<file path="config.mk">
export PLATFORM = sky130hd
export DESIGN_NAME = tx_arbiter
export DESIGN_NICKNAME = d
export VERILOG_FILES = /design/src/rtl/core_pkg.sv /design/src/rtl/rise_detect.sv /design/src/rtl/tx_arbiter.sv
export SDC_FILE = /design/constraint.sdc
export NUM_CORES = 1
export LEC_CHECK = 0
export ABC_AREA = 1
export CAP_MARGIN = 10
export CORE_AREA = 5 5 97 99
export CTS_BUF_LIST = sky130_fd_sc_hd__clkbuf_16
export DETAILED_ROUTE_END_ITERATION = 10
export DIE_AREA = 0 0 102 104
export HOLD_SLACK_MARGIN = 0.05
export PLACE_DENSITY = 0.69
export RECOVER_POWER = 25
export SLEW_MARGIN = 20
export SYNTH_ARGS = -nofsm -noshare
export SYNTH_HDL_FRONTEND = slang
export SYNTH_SLANG_ARGS = --single-unit
</file>
<file path="constraint.sdc">
create_clock -name clk -period 1.92 [get_ports clk]
set_clock_uncertainty 0.15 [all_clocks]
set_input_delay 0.192 -clock clk [delete_from_list [all_inputs] [get_ports clk]]
set_output_delay 0.192 -clock clk [all_outputs]
set_load 0.01 [all_outputs]
</file>
<file path="src/rtl/core_pkg.sv">
// Shared types and constants for the transmit arbiter: FSM state encoding,
// source mode codes and the header word layout.
package core_pkg;

  typedef enum logic [1:0] {
    IDLE  = 2'd0,
    SEND  = 2'd1,
    WAIT  = 2'd2,
    FETCH = 2'd3
  } arb_state_t;

  localparam logic [1:0] MODE_FFT = 2'b00;
  localparam logic [1:0] MODE_FIR = 2'b01;

  localparam int DEFAULT_TIMEOUT = 255;

  // Header: [15:8] payload length, [7:2] zero, [1:0] source mode.
  function automatic logic [15:0] make_header(input logic [7:0] len, input logic [1:0] mode);
    return {len, 6'b000000, mode};
  endfunction

endpackage

</file>
<file path="src/rtl/rise_detect.sv">
// Registered rising-edge detector; the history flop updates on the falling
// clock edge, matching the rest of the arbiter.
module rise_detect (
  input  logic clk,
  input  logic rstb,
  input  logic d,
  output logic rise
);

  logic d_prev;

  always_ff @(negedge clk or negedge rstb) begin
    if (!rstb) d_prev <= 1'b0;
    else       d_prev <= d;
  end

  assign rise = d & ~d_prev;

endmodule

</file>
<file path="src/rtl/tx_arbiter.sv">
// Two-source (FFT/FIR) packet arbiter feeding a single transmitter: sends a
// header then req_len payload words, one word per tx_done rising edge.
module tx_arbiter
  import core_pkg::*;
#(
  parameter int LEN_W   = 8,
  parameter int TIMEOUT = DEFAULT_TIMEOUT
) (
  input  logic             clk,
  input  logic             rstb,
  input  logic [1:0]       req,
  input  logic [LEN_W-1:0] req_len0,
  input  logic [LEN_W-1:0] req_len1,
  input  logic [15:0]      src_data0,
  input  logic [15:0]      src_data1,
  input  logic             src_valid0,
  input  logic             src_valid1,
  output logic             src_ready0,
  output logic             src_ready1,
  output logic [1:0]       grant,
  input  logic             tx_done,
  output logic [15:0]      data_out,
  output logic             data_out_valid,
  output logic             busy,
  output logic             timeout_err,
  output logic [1:0]       state_dbg
);

  localparam int TO_W = $clog2(TIMEOUT + 1);

  arb_state_t       state_q, state_d;
  logic             src_q, src_d;        // 0 = FFT, 1 = FIR
  logic             ptr_q, ptr_d;
  logic [LEN_W-1:0] len_q, len_d;
  logic [LEN_W-1:0] cnt_q, cnt_d;
  logic [TO_W-1:0]  tcnt_q, tcnt_d;
  logic [1:0]       grant_q, grant_d;
  logic [15:0]      data_q, data_d;
  logic             terr_q, terr_d;

  logic tx_rise;
  logic elig0, elig1, pick1, fetch_valid;

  rise_detect u_tx_rise (
    .clk  (clk),
    .rstb (rstb),
    .d    (tx_done),
    .rise (tx_rise)
  );

  assign elig0       = req[0] && (req_len0 != '0);
  assign elig1       = req[1] && (req_len1 != '0);
  assign pick1       = elig1 && (!elig0 || ptr_q);
  assign fetch_valid = src_q ? src_valid1 : src_valid0;

  always_ff @(negedge clk or negedge rstb) begin
    if (!rstb) begin
      state_q <= IDLE;
      src_q   <= 1'b0;
      ptr_q   <= 1'b0;
      len_q   <= '0;
      cnt_q   <= '0;
      tcnt_q  <= '0;
      grant_q <= 2'b00;
      data_q  <= 16'h0000;
      terr_q  <= 1'b0;
    end else begin
      state_q <= state_d;
      src_q   <= src_d;
      ptr_q   <= ptr_d;
      len_q   <= len_d;
      cnt_q   <= cnt_d;
      tcnt_q  <= tcnt_d;
      grant_q <= grant_d;
      data_q  <= data_d;
      terr_q  <= terr_d;
    end
  end

  always_comb begin
    state_d = state_q;
    src_d   = src_q;
    ptr_d   = ptr_q;
    len_d   = len_q;
    cnt_d   = cnt_q;
    tcnt_d  = tcnt_q;
    grant_d = grant_q;
    data_d  = data_q;
    terr_d  = terr_q;
    case (state_q)
      IDLE: begin
        if (elig0 || elig1) begin
          src_d   = pick1;
          len_d   = pick1 ? req_len1 : req_len0;
          cnt_d   = '0;
          grant_d = pick1 ? 2'b10 : 2'b01;
          data_d  = make_header(8'(pick1 ? req_len1 : req_len0), pick1 ? MODE_FIR : MODE_FFT);
          state_d = SEND;
        end
      end
      SEND: state_d = WAIT;
      WAIT: begin
        if (tx_rise) begin
          if (cnt_q == len_q) begin
            grant_d = 2'b00;
            ptr_d   = ~src_q;
            state_d = IDLE;
          end else begin
            cnt_d   = cnt_q + LEN_W'(1);
            tcnt_d  = '0;
            state_d = FETCH;
          end
        end
      end
      FETCH: begin
        // A word transfers in any cycle where ready (FETCH, granted source) and valid are both high.
        if (fetch_valid) begin
          data_d  = src_q ? src_data1 : src_data0;
          state_d = SEND;
        end else if (tcnt_q == TO_W'(TIMEOUT - 1)) begin
          terr_d  = 1'b1;
          grant_d = 2'b00;
          ptr_d   = ~src_q;
          state_d = IDLE;
        end else begin
          tcnt_d = tcnt_q + TO_W'(1);
        end
      end
      default: state_d = IDLE;
    endcase
  end

  assign grant          = grant_q;
  assign data_out       = data_q;
  assign timeout_err    = terr_q;
  assign busy           = (state_q != IDLE);
  assign data_out_valid = (state_q == SEND);
  assign src_ready0     = (state_q == FETCH) && !src_q;
  assign src_ready1     = (state_q == FETCH) && src_q;
  assign state_dbg      = state_q;

endmodule

</file>
**Word-level counts from Yosys, hierarchy flattened**

Index checks and enable logic that the tools add are counted.

- Equality and inequality tests: 14
- Bitwise logic cells: 4
- $add $sub $neg: 2
- Muxes and demuxes: 33
- Reductions and logical operators: 25

Operators with widths:

| kind | count |
|---|---|
| 8-bit 2-to-1 mux | 8 |
| 16-bit 2-to-1 mux | 3 |
| 16-bit one-hot mux with 2 select lines | 1 |
| 8-bit one-hot mux with 2 select lines | 2 |
| 2-bit 2-to-1 mux | 10 |
| 8-bit by 1-bit adder with 8-bit output, second input constant | 2 |
| 2-bit != test, second input constant | 8 |
| 8-bit nonzero test | 2 |
| 5-bit AND reduction | 2 |
| 3-bit AND reduction | 3 |
| 8-bit == test | 1 |
| 8-bit == test, second input constant | 1 |
| 2-bit one-hot mux with 4 select lines | 1 |
| 2-bit nonzero test | 4 |
| 1-bit 2-to-1 mux | 6 |
| 2-bit one-hot mux with 3 select lines | 1 |
| 6-bit AND reduction | 1 |
| 1-bit logical AND | 5 |
| 2-bit == test, second input constant | 2 |
| 4-bit AND reduction | 1 |
| 3-bit != test, second input constant | 1 |
| 1-bit inverter | 3 |
| 3-bit nonzero test | 1 |
| 2-bit by 1-bit == test with 1-bit output, second input constant | 1 |
| other kinds (6) | 8 |

- Bits in registers: 48
- Bits of input ports: 55
- Word-level logic and storage cells: 88

**Depth between registers and ports, before layout**

Gate-level depths: netlist of run 1.

- Word-level depth: 8
- Depth in mapped cells: 11
- Gate-level depth less buffers: 11

**Hierarchy**

A second synthesis of run 1 with hierarchy kept.

- Cells, all modules: 386
- Area total of the unflattened synthesis: 2822.7 µm²

By module, submodules not included:

| module | cells each | instances | area an instance (µm²) |
|---|---|---|---|
| tx_arbiter | 383 | 1 | 2787.7 |
| rise_detect | 3 | 1 | 35.0 |

==> results of run 1 <==
[power by group through the flow]
stage	Sequential, W	Combinational, W	Clock, W
2_1_floorplan	0.00176	0.00191	0
3_3_place_gp	0.00167	0.00351	0
3_5_place_dp	0.00168	0.00358	0
4_1_cts	0.00163	0.00434	0.000893
5_1_grt	0.00169	0.00506	0.000937
6_report	0.00166	0.00468	0.000882
[metal layers]
layer / up-vias / GRT usage, % / wire (um)
met4: 0 / 3.47 / 235
met5: - / 0 / 0
li1: 1525 / - / -
met2: 74 / 28.7 / 4990
met1: 1502 / 23.8 / 4090
met3: 21 / 3.42 / 431
[cells in the mapped netlist (all sizes together)]
| library cell | number | area [um2] |
|---|---|---|
| nand3b | 1 | 7.51 |
| nor3 | 2 | 10.0 |
| inv | 44 | 168 |
| xnor2 | 8 | 70.1 |
| nand3 | 35 | 193 |
| or2 | 1 | 6.26 |
| a22o | 8 | 70.1 |
| o21ai | 23 | 126 |
| buf | 6 | 42.5 |
| o31ai | 1 | 7.51 |
| xor2 | 5 | 43.8 |
| nor2 | 47 | 204 |
| a21oi | 11 | 77.6 |
| ha | 3 | 37.5 |
| nor3b | 3 | 22.5 |
| o21a | 1 | 15.0 |
| nand4 | 4 | 25.0 |
| nand2 | 117 | 478 |
| a22oi | 8 | 60.1 |
| dfrtn | 48 | 1200 |
[per-stage QoR]
stage	setup WS (ns)	hold WS (ns)	cell area [um2]	instances	total power [W]
2_1_floorplan	-0.423	0.266	3030	376	0.00367
6_report	-0.537	0.279	4970	639	0.00722
3_3_place_gp	-1.00	0.280	4250	600	0.00517
3_5_place_dp	-1.06	0.282	4250	600	0.00525
5_1_grt	-0.589	0.301	4970	639	0.00768
4_1_cts	-0.537	0.279	4710	632	0.00687
[sequential cells by signal, summed over array words and instances (netlist names)]
register and cells:
grant 2, tcnt_q 8, src_q 1, cnt_q 8
len_q 8, data_out 16, timeout_err 1, ptr_q 1
state_dbg 2, u_tx_rise.d_prev 1
[cells by family after synthesis]
logic type / share of synthesized area [%]
buffers and inverters: 7.34
AND/OR/NAND/NOR: 33.0
AO/OA/AOI/OAI: 12.4
flip-flops: 41.9
XOR/XNOR: 3.97
adder cells (fa/ha/maj): 1.31
[worst min path at each step]
stage | from | end
finish | data_out[2] | data_out[2]
global route | data_out[2] | data_out[2]
CTS | data_out[2] | data_out[2]
detailed placement | timeout_err | timeout_err
global placement | tcnt_q[7] | tcnt_q[7]
floorplan | tcnt_q[7] | tcnt_q[7]
[worst max-delay path: stages, from the launching register on]
cell and delay, ns:
dfrtn_1 0.44, buf_6 0.12, nand2_4 0.07, nor2_4 0.10
buf_6 0.11
[final cells by class]
cell class / instances / area (um2)
timing repair inverter: 2 / 22.5
fill: 707 / 3490
clock inverter: 3 / 18.8
inverter: 44 / 198
timing repair buffer: 150 / 1280
tap: 108 / 135
sequential: 48 / 1200
clock buffer: 5 / 125
multi-input combinational: 279 / 1990
[what timing repair did]
item	CTS	global route
pin swaps	40	15
setup endpoints to repair	72	71
setup buffers	20	9
resized for setup	261	48
gates cloned	4	0
==> results.py, run 1 <==
metrics = {
    "layout": {
        "drive_above_1_share_pct": 44.8,
        "mostFrequentLayoutCell": "nand2_1",
        "fin_nets": 588,
        "postLayoutCoreUtil_pct": 58.8,
        "layout_common_cells": "90 x nand2_1, 60 x buf_4, 48 x dfrtn_1",
        "antenna_cells": 0,
        "area_delta_synth_final_pct": 73.6,
    },
    "global_routing": {
        "grt_max_degree": 49,
        "grt_overflow": 0,
        "grt_usage_pct": 17.5,
        "grt_pass1_wl_mm": 15.3,
        "antenna_found_initial": 0,
        "first_global_vias": 3109,
    },
    "logic_synthesis": {
        "yosysWarnings": 0,
        "synth_area_um2": 2870,
        "syn-num-nets": 434,
        "synth_area_per_cell_um2": 7.62,
        "yosysSeqAreaShare_pct": 41.9,
        "synth_cell_types": 35,
        "netlist_instances": 376,
        "synth_seq_cells": 48,
    },
    "critical_path": {
        "arrival_ns": 2.11,
        "end_kind": "primary output",
        "critPathKind": "reg -> out",
        "worst_r2r_path_depth": 8,
        "r2r_setup_slack_ns": 0.03,
        "cp-startpoint": "state_dbg[1]",
        "critPathCapture": "src_ready1",
        "timing.rr.start": "tcnt_q[2]",
        "path_max_fanout": 4,
        "startpoint_type": "register",
        "worstPathRequired_ns": 1.58,
        "r2r-end": "state_dbg[1]",
    },
    "clock_network": {
        "clk_latency_ns": 0.31,
        "cts_tree": "done",
        "clk_pin_slew_ns": 0.05,
        "clockBufferDepth": 2,
        "clock-sinks": 48,
        "cts_htree_levels": 2,
        "cts_buffers": 5,
        "holdBufCountCts": 0,
        "root_buffer": "clkbuf_16",
    },
    "power_and_ir_drop": {
        "internal_power_w": 0.00408,
        "vdd_ir_drop_max_v": 0.000780,
        "switching_share_pct": 43.5,
        "p_per_area_nw_per_um2": 1450,
        "p_comb_share_pct": 64.8,
        "p_switching_w": 0.00314,
        "leakagePower_nw": 2.34,
        "p_clk_share_pct": 12.2,
        "seq_power_share_pct": 23.0,
    },
    "sta": {
        "worst_slack_ns": -0.537,
        "setup_viol": 71,
        "fin_setup_tns_ns": -19.31,
        "rsz0062_at_grt": "yes",
        "maxSlewViolCount": 0,
        "final_hold_viol_count": 0,
        "slew_headroom_pct": 54.4,
        "tightest_slew_ns": 0.684,
    },
    "placement": {
        "place_congestion": 0.808,
        "portBuffers": 79,
        "dp_hpwl_mm": 6.57,
    },
    "floorplanning": {
        "dieArea_um2": 10600,
        "die_w_um": 102,
        "core_um2": 8470,
        "row_count": 34,
        "initial_core_util_pct": 33.8,
        "die_y_um": 104,
        "io_pins": 80,
    },
    "flow_run": {
        "maxCapViolCount": 0,
    },
    "status": {
        "violations": "negative setup slack",
        "status": "finished with violations",
    },
    "routing": {
        "wl_mm": 9.75,
        "vias": 3122,
        "drt_iter0_markers": 112,
        "drcViolationCount": 0,
        "dr.pass1.iters": 4,
        "wire_per_inst_um": 15.3,
        "drtAntennaViolNets": 0,
        "via_per_inst": 4.89,
    },
    "hold_path": {
        "hold_path.class": "reg -> reg",
        "hold_depth": 2,
    },
}
(Power assumes the default switching activity.)
==> inputs of run 2 (changes only) <==
CORE_AREA = 2 2 94 96   (was 5 5 97 99)
DIE_AREA = 0 0 96 98   (was 0 0 102 104)
==> results.py, run 2 (synthesis results as in run 1) <==
metrics = {
    "critical_path": {
        "worst_r2r_path_depth": 11,
        "r2r_setup_slack_ns": -0.14,
        "path_common_cell": "buf_6",
        "cpMaxStageDelayCell": "dfrtn_1",
        "startpoint_type": "register",
        "crit_family": "flip-flops",
        "path_cells": "buf_6 > nand2_8 > nor2_4 > buf_6",
        "critPathKind": "reg -> out",
        "r2r-end": "data_out[9]",
        "critPathCapture": "src_ready0",
        "timing.rr.start": "state_dbg[1]",
        "worstPathRequired_ns": 1.58,
        "cp_num_buf_inv": 2,
        "arrival_ns": 2.15,
        "path_max_fanout": 3,
        "cp-startpoint": "state_dbg[1]",
        "end_kind": "primary output",
        "crit_cells": 4,
        "max_stage_delay_ns": 0.48,
    },
    "floorplanning": {
        "dieArea_um2": 9410,
        "io_pins": 80,
        "initial_core_util_pct": 33.8,
        "core_um2": 8470,
        "die_w_um": 96,
        "row_count": 34,
        "die_y_um": 98,
    },
    "hold_path": {
        "hold_depth": 2,
        "hp-start": "timeout_err",
        "hold_path.class": "reg -> reg",
    },
    "sta": {
        "worst_slack_ns": -0.577,
        "whs_ns": 0.301,
        "maxSlewViolCount": 0,
        "fin_setup_tns_ns": -22.65,
        "tightest_slew_ns": 0.692,
        "setup_viol": 71,
        "final_hold_viol_count": 0,
        "rsz0062_at_grt": "yes",
        "slew_headroom_pct": 53.9,
    },
    "power_and_ir_drop": {
        "leakagePower_nw": 2.51,
        "p_per_area_nw_per_um2": 1490,
        "vdd_ir_drop_max_v": 0.000705,
        "power_w": 0.00801,
    },
    "placement": {
        "place_congestion": 0.958,
        "portBuffers": 79,
        "placed_cell_area_um2": 4240,
        "dp_hpwl_mm": 6.11,
    },
    "routing": {
        "drt_iter0_markers": 166,
        "via_per_inst": 5.01,
        "wl_mm": 11.0,
        "met3_length_um": 536,
        "routed-wl-met2_mm": 5.97,
        "maxUsedRoutingLayer": "met4",
        "vias": 3314,
        "met1_length_mm": 4.28,
        "wire_per_inst_um": 16.6,
        "drcViolationCount": 0,
        "drtAntennaViolNets": 0,
        "dr.pass1.iters": 4,
    },
    "layout": {
        "layout_common_cells": "79 x nand2_1, 68 x buf_4, 48 x dfrtn_1",
        "antenna_cells": 0,
        "largest_reg_flops": 16,
        "fin_nets": 610,
        "drive_above_1_share_pct": 51.2,
        "postLayoutCoreUtil_pct": 63.5,
        "mostFrequentLayoutCell": "nand2_1",
        "area_delta_synth_final_pct": 87.7,
        "design_area_um2": 5380,
    },
    "flow_run": {
        "maxCapViolCount": 0,
    },
    "clock_network": {
        "clk_latency_ns": 0.31,
        "clockBufferDepth": 2,
        "root_buffer": "clkbuf_16",
        "cts_buffers": 5,
        "clock-sinks": 48,
        "clk_pin_slew_ns": 0.05,
        "holdBufCountCts": 0,
        "cts_tree": "done",
        "cts_htree_levels": 2,
    },
    "global_routing": {
        "grt_usage_pct": 21.4,
        "grt_pass1_wl_mm": 16.0,
        "grt_max_degree": 49,
        "grt_overflow": 0,
        "antenna_found_initial": 0,
        "first_global_vias": 3333,
    },
    "status": {
        "status": "finished with violations",
        "violations": "negative setup slack",
    },
}
==> run 2: cell types whose count changed in the layout (fill, tap and decap cells not counted), sizes merged <==
cell,before,now
bufinv,0,1
nand2,118,119
nand3,35,36
clkinvlp,2,1
buf,114,135
dlygate4sd2,1,0
==> run 2: timing repair <==
item,4_1_cts,5_1_grt
pin swaps,60,33
endpoints found under the setup margin,72,71
buffers inserted,29,21
gates resized for setup,298,64
gates cloned,6,2
==> run 2: worst min-delay path by stage <==
stage,end,slack (ns)
global route,len_q[3],0.33
detailed placement,data_out[3],0.29
global placement,tcnt_q[7],0.28
CTS,data_out[2],0.29
floorplan,tcnt_q[7],0.27
finish,timeout_err,0.30
==> run 2: per-stage QoR <==
step	instances	setup slack, ns
detailed placement	600	-1.03
CTS	642	-0.589
floorplan	376	-0.423
global route	661	-0.612
finish	661	-0.577
global placement	600	-0.971
==> run 2: layer usage <==
layer  up-vias  global-route usage (%)
li1       1572                       -
met1      1616                    27.5
met3        19                    2.62
met4         0                    4.73
met5         -                       0
met2       107                    37.9
==> run 2: layout make-up <==
cell class | count | area, um2
clock buffers | 5 | 125
clock inverters | 3 | 42.5
fillers | 620 | 3090
inverters | 44 | 195
multi-input cells | 281 | 2140
flip-flops and latches | 48 | 1200
well taps | 108 | 135
repair buffers | 170 | 1520
repair inverters | 2 | 22.5
==> run 2: worst min-delay path, delay by kind of cell, from the launching register on <==
kind / cells / cell delay [ns]
flip-flops: 1 / 0.43
AO/OA/AOI/OAI: 1 / 0.06
buffers and inverters: 1 / 0.05
==> run 2: power by group <==
group          switching [W]  leakage, nW  internal [W]
clock network       0.000389       0.0798      0.000612
logic                0.00283         1.83       0.00251
registers           0.000271        0.607       0.00140
total                0.00349         2.51       0.00452
==> inputs of run 3 (changes only) <==
SETUP_SLACK_MARGIN = 0.05   (was default)
SLEW_MARGIN = default   (was 20)
TNS_END_PERCENT = 5   (was default)
==> results.py, run 3 (synthesis results as in run 1) <==
metrics = {
    "floorplanning": {
        "core_um2": 8470,
        "row_count": 34,
        "dieArea_um2": 9410,
        "die_w_um": 96,
        "io_pins": 80,
        "die_y_um": 98,
        "initial_core_util_pct": 33.8,
    },
    "sta": {
        "setup_viol": 62,
        "rsz0062_at_grt": "yes",
        "slew_headroom_pct": 55.6,
        "worst_slack_ns": -0.578,
        "maxSlewViolCount": 0,
        "fin_setup_tns_ns": -21.00,
        "tightest_slew_ns": 0.667,
        "final_hold_viol_count": 0,
    },
    "global_routing": {
        "grt_overflow": 0,
        "grt_max_degree": 49,
        "first_global_vias": 2958,
        "grt_pass1_wl_mm": 13.6,
        "antenna_found_initial": 0,
        "grt_usage_pct": 18.1,
    },
    "critical_path": {
        "r2r_setup_slack_ns": -0.05,
        "critPathCapture": "src_ready0",
        "end_kind": "primary output",
        "worst_r2r_path_depth": 11,
        "r2r-end": "data_out[12]",
        "path_max_fanout": 4,
        "arrival_ns": 2.16,
        "worstPathRequired_ns": 1.58,
        "startpoint_type": "register",
        "cp-startpoint": "state_dbg[1]",
        "critPathKind": "reg -> out",
        "timing.rr.start": "state_dbg[1]",
    },
    "power_and_ir_drop": {
        "p_clk_share_pct": 17.6,
        "p_per_area_nw_per_um2": 1390,
        "seq_power_share_pct": 26.0,
        "internal_power_w": 0.00378,
        "switching_share_pct": 40.0,
        "vdd_ir_drop_max_v": 0.000755,
        "p_switching_w": 0.00252,
        "p_comb_share_pct": 56.3,
        "leakagePower_nw": 2.17,
    },
    "hold_path": {
        "hold_path.class": "reg -> reg",
        "hold_depth": 2,
    },
    "clock_network": {
        "cts_buffers": 5,
        "clockBufferDepth": 2,
        "cts_tree": "done",
        "clk_pin_slew_ns": 0.05,
        "clk_latency_ns": 0.31,
        "clock-sinks": 48,
        "cts_htree_levels": 2,
        "root_buffer": "clkbuf_16",
    },
    "layout": {
        "area_delta_synth_final_pct": 58.3,
        "mostFrequentLayoutCell": "nand2_1",
        "largest_reg_flops": 16,
        "fin_nets": 568,
        "antenna_cells": 0,
        "layout_common_cells": "102 x nand2_1, 48 x dfrtn_1, 43 x buf_4",
        "drive_above_1_share_pct": 30.6,
    },
    "routing": {
        "drtAntennaViolNets": 0,
        "via_per_inst": 4.77,
        "wl_mm": 8.32,
        "drt_iter0_markers": 111,
        "vias": 2949,
        "dr.pass1.iters": 4,
        "wire_per_inst_um": 13.5,
        "drcViolationCount": 0,
    },
    "placement": {
        "dp_hpwl_mm": 6.03,
        "portBuffers": 79,
        "place_ws_ns": -1.08,
        "place_congestion": 0.895,
    },
    "status": {
        "status": "finished with violations",
        "violations": "negative setup slack",
    },
    "flow_run": {
        "maxCapViolCount": 0,
    },
}
==> run 3: cell types whose count changed in the layout (fill, tap and decap cells not counted), moves of 10 or more <==
cell / delta
nor2_1: +15
dlygate4sd2_1: +10
nand2_2: -18
nand3_1: +16
buf_2: -16
nand2_1: +23
nand3_4: -11
buf_4: -25
nor2_4: -15
==> run 3: through the flow <==
stage	hold WS, ns	utilization, %	instances	total power, W	area [um2]
floorplan	0.264	-	376	0.00344	2900
global placement	0.277	48.8	602	0.00480	4130
global route	0.310	53.6	618	0.00678	4540
finish	0.283	53.6	618	0.00631	4540
detailed placement	0.277	48.8	602	0.00486	4130
CTS	0.286	51.8	613	0.00602	4390
==> run 3: metal layers <==
metal | share of wire [%] | track usage, % | wire length, um | vias to the layer above
li1 | - | - | - | 1480
met1 | 42 | 23.6 | 3510 | 1388
met2 | 52 | 31.2 | 4310 | 69
met3 | 4.4 | 3.16 | 365 | 12
met4 | 1.7 | 3.63 | 138 | 0
met5 | 0 | 0 | 0 | -
==> run 3: worst max-delay path: stages (launching register included) <==
cell and delay (ns):
dfrtn_1 0.48, buf_6 0.15, nand2_8 0.06, nor2_4 0.09
buf_6 0.11
==> run 3: layout make-up <==
| cell class | instances | area (um2) |
|---|---|---|
| well taps | 108 | 135 |
| repair buffers | 132 | 1170 |
| flip-flops and latches | 48 | 1200 |
| clock buffers | 5 | 125 |
| inverters | 44 | 175 |
| clock inverters | 2 | 60.1 |
| fillers | 764 | 3930 |
| multi-input cells | 279 | 1670 |
==> run 3: worst min-delay path by stage <==
stage / from / slack [ns] / end
3_3_place_gp: data_out[0] / 0.28 / data_out[0]
3_5_place_dp: timeout_err / 0.28 / timeout_err
4_1_cts: data_out[3] / 0.29 / data_out[3]
2_1_floorplan: tcnt_q[7] / 0.26 / tcnt_q[7]
5_1_grt: tcnt_q[7] / 0.31 / tcnt_q[7]
6_report: data_out[4] / 0.28 / data_out[4]
==> run 3: power by group through the flow <==
| stage | clock network [W] | registers, W | logic (W) |
|---|---|---|---|
| 2_1_floorplan | 0 | 0.00174 | 0.00170 |
| 3_3_place_gp | 0 | 0.00165 | 0.00315 |
| 3_5_place_dp | 0 | 0.00166 | 0.00320 |
| 4_1_cts | 0.00113 | 0.00162 | 0.00327 |
| 5_1_grt | 0.00118 | 0.00169 | 0.00391 |
| 6_report | 0.00111 | 0.00164 | 0.00355 |
==> run 3: repair_timing <==
item / CTS / global route
cloned: 1 / 0
endpoints found under the setup margin: 72 / 71
pin swaps: 12 / 5
hold buffers: 0 / 0
setup buffers: 3 / 5
endpoints found under the hold margin: 0 / 0
resized for setup: 173 / 36
